## config.mk

```make
export PLATFORM = sky130hd
export DESIGN_NAME = uart_tx_core_flat
export DESIGN_NICKNAME = d
export VERILOG_FILES = /design/src/rtl/uart_tx_core_if.sv /design/src/rtl/uart_tx_core.sv /design/src/flat_wrapper.sv
export SDC_FILE = /design/constraint.sdc
export NUM_CORES = 1
export LEC_CHECK = 0
export ABC_AREA = 1
export ABC_CLOCK_PERIOD_IN_PS = 3200
export CAP_MARGIN = 20
export CORE_ASPECT_RATIO = 1.4
export CORE_MARGIN = 5
export CORE_UTILIZATION = 45
export DETAILED_ROUTE_END_ITERATION = 12
export HOLD_SLACK_MARGIN = 0.15
export PLACE_DENSITY_LB_ADDON = 0.12
export SLEW_MARGIN = 20
export SYNTH_ARGS = -nofsm -noshare
export SYNTH_HDL_FRONTEND = slang
export SYNTH_SLANG_ARGS = --single-unit
export TNS_END_PERCENT = 30
```

## constraint.sdc

```tcl
create_clock -name CLK -period 3.2 [get_ports CLK]
set_input_delay 0.64 -clock CLK [delete_from_list [all_inputs] [get_ports CLK]]
set_output_delay 0.64 -clock CLK [all_outputs]
set_load 0.02 [all_outputs]
```

## src/rtl/uart_tx_core_if.sv

```systemverilog
// Source-side handshake for uart_tx_core: payload, per-frame config and valid/ready.
interface uart_tx_core_if #(parameter int DATA_WIDTH = 8);
  logic [DATA_WIDTH-1:0] P_DATA;
  logic                  Data_Valid;
  logic                  Data_Ready;
  logic                  PAR_EN;
  logic                  PAR_TYP;
  logic                  STP2;

  modport master (output P_DATA, Data_Valid, PAR_EN, PAR_TYP, STP2, input Data_Ready);
  modport slave  (input P_DATA, Data_Valid, PAR_EN, PAR_TYP, STP2, output Data_Ready);
endinterface

```

## src/rtl/uart_tx_core.sv

```systemverilog
// UART transmitter, one serial bit per CLK: one-entry hold buffer feeding a
// start/data/parity/stop sequencer with registered line output.
module uart_tx_core #(
  parameter int DATA_WIDTH = 8
) (
  input  logic            CLK,
  input  logic            RST,
  uart_tx_core_if.slave   src,
  output logic            TX_OUT,
  output logic            busy,
  output logic            frame_done
);

  if (DATA_WIDTH < 5 || DATA_WIDTH > 9) begin : g_bad_width
    $error("uart_tx_core: DATA_WIDTH must be in 5..9");
  end

  localparam int CW = $clog2(DATA_WIDTH);
  localparam logic [CW-1:0] LAST = CW'(DATA_WIDTH - 1);

  typedef enum logic [2:0] {IDLE, START, DATA, PARITY, STOP1, STOP2} state_t;

  typedef struct packed {
    logic [DATA_WIDTH-1:0] data;
    logic                  par_en;
    logic                  par_typ;
    logic                  stp2;
  } frame_t;

  state_t                state;
  frame_t                hold;
  logic                  hold_valid;
  logic [DATA_WIDTH-1:0] shift;
  logic [CW-1:0]         cnt;
  logic                  par_en_q;
  logic                  stp2_q;
  logic                  par_bit;
  logic                  final_stop;
  logic                  start_next;

  assign src.Data_Ready = ~hold_valid;

  // Last stop cycle of the current frame; a pending hold chains straight into START.
  assign final_stop = (state == STOP2) || (state == STOP1 && !stp2_q);
  assign start_next = hold_valid && (state == IDLE || final_stop);

  always_ff @(posedge CLK or negedge RST) begin
    if (!RST) begin
      state      <= IDLE;
      hold       <= '0;
      hold_valid <= 1'b0;
      shift      <= '0;
      cnt        <= '0;
      par_en_q   <= 1'b0;
      stp2_q     <= 1'b0;
      par_bit    <= 1'b0;
      TX_OUT     <= 1'b1;
      busy       <= 1'b0;
      frame_done <= 1'b0;
    end else begin
      frame_done <= 1'b0;
      if (start_next) begin
        state      <= START;
        shift      <= hold.data;
        par_en_q   <= hold.par_en;
        stp2_q     <= hold.stp2;
        par_bit    <= (^hold.data) ^ hold.par_typ;
        hold_valid <= 1'b0;
        TX_OUT     <= 1'b0;
        busy       <= 1'b1;
      end else begin
        case (state)
          START: begin
            state  <= DATA;
            cnt    <= '0;
            TX_OUT <= shift[0];
          end
          DATA: begin
            if (cnt == LAST) begin
              if (par_en_q) begin
                state  <= PARITY;
                TX_OUT <= par_bit;
              end else begin
                state      <= STOP1;
                TX_OUT     <= 1'b1;
                frame_done <= ~stp2_q;
              end
            end else begin
              cnt    <= cnt + 1'b1;
              shift  <= {1'b0, shift[DATA_WIDTH-1:1]};
              TX_OUT <= shift[1];
            end
          end
          PARITY: begin
            state      <= STOP1;
            TX_OUT     <= 1'b1;
            frame_done <= ~stp2_q;
          end
          STOP1: begin
            if (stp2_q) begin
              state      <= STOP2;
              frame_done <= 1'b1;
            end else begin
              state <= IDLE;
              busy  <= 1'b0;
            end
          end
          STOP2: begin
            state <= IDLE;
            busy  <= 1'b0;
          end
          default: begin
            TX_OUT <= 1'b1;
            busy   <= 1'b0;
          end
        endcase
      end
      // Accept and transfer never coincide: accept needs an empty hold, transfer a full one.
      if (src.Data_Valid && !hold_valid) begin
        hold       <= {src.P_DATA, src.PAR_EN, src.PAR_TYP, src.STP2};
        hold_valid <= 1'b1;
      end
    end
  end

endmodule

```

## src/flat_wrapper.sv

```systemverilog
// flat-port wrapper written by rule: the top's interface ports become plain ports
module uart_tx_core_flat 
#(
  parameter int DATA_WIDTH = 8
)
  (CLK, RST, TX_OUT, busy, frame_done, src_P_DATA, src_Data_Valid, src_PAR_EN, src_PAR_TYP, src_STP2, src_Data_Ready);
  uart_tx_core_if #(.DATA_WIDTH(DATA_WIDTH)) src_i ();
  input  logic CLK;
  input  logic RST;
  output logic TX_OUT;
  output logic busy;
  output logic frame_done;
  input wire logic [$bits(src_i.P_DATA)-1:0] src_P_DATA;
  input wire logic [$bits(src_i.Data_Valid)-1:0] src_Data_Valid;
  input wire logic [$bits(src_i.PAR_EN)-1:0] src_PAR_EN;
  input wire logic [$bits(src_i.PAR_TYP)-1:0] src_PAR_TYP;
  input wire logic [$bits(src_i.STP2)-1:0] src_STP2;
  output wire logic [$bits(src_i.Data_Ready)-1:0] src_Data_Ready;
  assign src_i.P_DATA = src_P_DATA;
  assign src_i.Data_Valid = src_Data_Valid;
  assign src_i.PAR_EN = src_PAR_EN;
  assign src_i.PAR_TYP = src_PAR_TYP;
  assign src_i.STP2 = src_STP2;
  assign src_Data_Ready = src_i.Data_Ready;
  uart_tx_core #(.DATA_WIDTH(DATA_WIDTH)) u_core (.CLK(CLK), .RST(RST), .src(src_i), .TX_OUT(TX_OUT), .busy(busy), .frame_done(frame_done));
endmodule
```

==> results.md <==
* CP top delay family: buffers and inverters
* Min Tclk post-route at 2040 ps
* Post-route ant nets at 0
* Die height at roughly 80 um
* Boundary pin count at 18
* Post-Syn Instances at 198
* Clk slew on worst S/H paths at 70 ps
* Power density over the cells at between 1000 and 1500 mW/mm^2
* CP Cell Sequence: clkdlybuf4s50_1
* Filler cell count at 356
* Min-delay worst type: reg2reg
* Worst Hold Margin at 477 ps
* WL/cell at approximately 11 um
* Sequential share of the synthesized area at roughly half
* Total gr overflow at 0
* CTS Sinks at 32
* Grt met3 use at under 10%
* Yosys warnings at 0
* Kind of critical path: reg2out
* EDFF count, synth at 0
* Final WL at just under 3 mm
* Met1 GRT Util at 16.6%
* Largest net degree at the start of global routing at 22
* Core area at 0.00358 mm^2
* Global-route wire length before repair at between 5 and 6 mm
* Postcts setup bufs at 0
* Clock H-tree levels at 2
* Worst Skew at about 6.3 ps
* Initial core utilization at between 40% and 50%
* Multi-input logic area at between 600 and 700 um^2
* Final setup TNS at 0 ps
* Slew @ Worst Pin at 689 ps
* Rows at 26
* Die W at around 61 um
* Clk buf depth at 2
* Drt pass-1 iters at 4
* FFs w/ async S/R, synth at 100%
* Met2 Resource Use GR at between 20% and 30%
* CTS Buf Count at 5
* Dpl hpwl at approximately 2.2 mm
* RSZ-0062 raised after global routing: false
* GP Congestion at between 0.8 and 0.9
* Area leader, netlist: dfrtp_1
* Syn nets at around 210
* GRT Max-Usage Layer: met2
* Reg area at around 800 um^2
* Clk_lat worst skew at 280 ps
* Max_cap viols at 0
* Endpoints failing setup at 0
* Tot GR Track Use at between 10 and 15%
* PortBufs at 17
* Post-route insts no fill at 260
* Setup crit end kind: primary output
* Share of layout cells above drive strength 1 at 12.8%
* CTS tree: done
* Die footprint at 0.00497 mm^2
* Worst path required time at around 2600 ps
* Post-synth top area share at roughly 47%
* Fin. Hold Viols at 0
* Diode count at 0
* Hold Buf Count CTS at 0
* Vias per cell at 4.83
* Area delta synth->final at 16.2%
* Largest cells by area after synthesis: dfrtp_1 (47%), nand2_1 (14%), inv_1 (4.8%)
* Final cycle utilization of the critical path at 63.8%
* CP Buf/Inv Count at 1
* Post-synthesis sequential element count at 32
* Final #Nets at 233
* Max incr delay on CP at between 500 and 600 ps
* DR vias at approximately 1.3k
* Worst relative slew slack at 53.9%
* Peak VDD IR at between 0.0005 and 0.0006 V
* CP Max Fanout at 2
* Max Slew Vio Count at 0
* Post-Place Cells at 252
* WP data arrival at 1400 ps
* DRC Markers at 0
* Status: finished clean
* Number of global-route vias before repair at 1,213
* Drt initial violations at 28
* Peak Freq at 489 MHz
* Number of distinct library cells after synthesis at 27
* Crit-path slowest cell: clkdlybuf4s50_1
* Clock root buffer: clkbuf_8
* Post-CTS sizing at 0
* Final Util at 53.3%
* Antenna violations before repair at 0
* P_leak at a little under 1 nW
* Ys flop type: dfrtp_1
* Critical Path Start Type: flop
* Cell Area, Synth at 0.00164 mm^2
* Avg Inst Size Synth at 8.29 um^2
-- metal layers --
layer | vias to the layer above | wire length [um]
li1 | 656 | -
met1 | 572 | 1280
met2 | 22 | 1490
met3 | 6 | 117
met4 | 0 | 68
met5 | - | 0
-- layout by cell type (no fill, tap or decap), drive strengths merged --
cell / count
dfrtp: 31
mux2: 2
nand3: 12
clkdlybuf4s50: 17
nor2: 20
a22o: 2
dfstp: 1
o21ai: 13
xor2: 1
o22ai: 1
a21oi: 12
clkbuf: 8
buf: 1
o31ai: 1
ha: 2
nand2: 68
inv: 25
nand3b: 1
-- per-stage QoR --
stage	worst slack, ps	instance area, um^2	power [W]
after floorplan	1860	1640	0.00155
after global placement	1190	1820	0.00170
after detailed placement	1170	1820	0.00173
after CTS	1140	1910	0.00205
after global routing	1110	1910	0.00223
final	1160	1910	0.00203
-- worst register-to-register path: cells and delay by family, from the launching register on --
family                 cells  cell delay (ps)
AO/OA/AOI/OAI              1              170
flip-flops                 1              450
buffers and inverters      2              360
AND/OR/NAND/NOR            5              460
-- report_power, final --
group	leakage, nW	internal (W)	switching (W)	total (W)
clock network	0.0455	0.000175	0.000142	0.000317
registers	0.382	0.000609	0.000141	0.000750
logic	0.537	0.000374	0.000588	0.000962
-- cell families after synthesis --
kind of cell | synth area share, %
compound gates | 10.2
xor+xnor | 0.534
fa+ha+maj | 1.52
buf+inv | 9.22
flops | 48.9
mux | 1.37
simple gates | 28.3
-- final cells by class --
class | count | share of cell area [%]
multi-input cells | 135 | 36.1
well taps | 42 | 2.76
clock buffers | 8 | 4.72
repair buffers | 18 | 9.32
flip-flops and latches | 32 | 42.1
inverters | 25 | 5.05
-- flip-flops by register name (all words and copies together) (netlist names) --
register and cells:
u_core.par_en_q 1, u_core.busy 1, u_core.TX_OUT 1, u_core.shift 8, u_core.stp2_q 1, u_core.hold_valid 1, u_core.hold 11, u_core.cnt 3
u_core.par_bit 1, u_core.state 3, u_core.frame_done 1
-- path summary, 6_finish.rpt --
path	start	end	slack, ps	depth (start not counted)
min in group asynchronous	RST	u_core.state[1]$_DFFE_PN0P_	770	1
setup reg to reg	u_core.state[0]$_DFFE_PN0P_	u_core.shift[3]$_DFFE_PN0P_	1640	8
hold / removal	u_core.shift[7]$_DFFE_PN0P_	u_core.shift[7]$_DFFE_PN0P_	480	2
setup / recovery	u_core.TX_OUT$_DFFE_PN1P_	TX_OUT	1160	1
hold reg to reg	u_core.shift[7]$_DFFE_PN0P_	u_core.shift[7]$_DFFE_PN0P_	480	2
max in group asynchronous	RST	u_core.hold_valid$_DFFE_PN0P_	1720	2
-- cell usage after synthesis (3+ instances only) --
master / number
a21oi_1: 10
buf_6: 4
dfrtp_1: 31
inv_1: 21
inv_2: 3
nand2_1: 63
nand2_4: 3
nand3_1: 12
nor2_1: 14
nor2_2: 3
o21ai_0: 9
o21ai_1: 3
(Power assumes the default switching activity.)
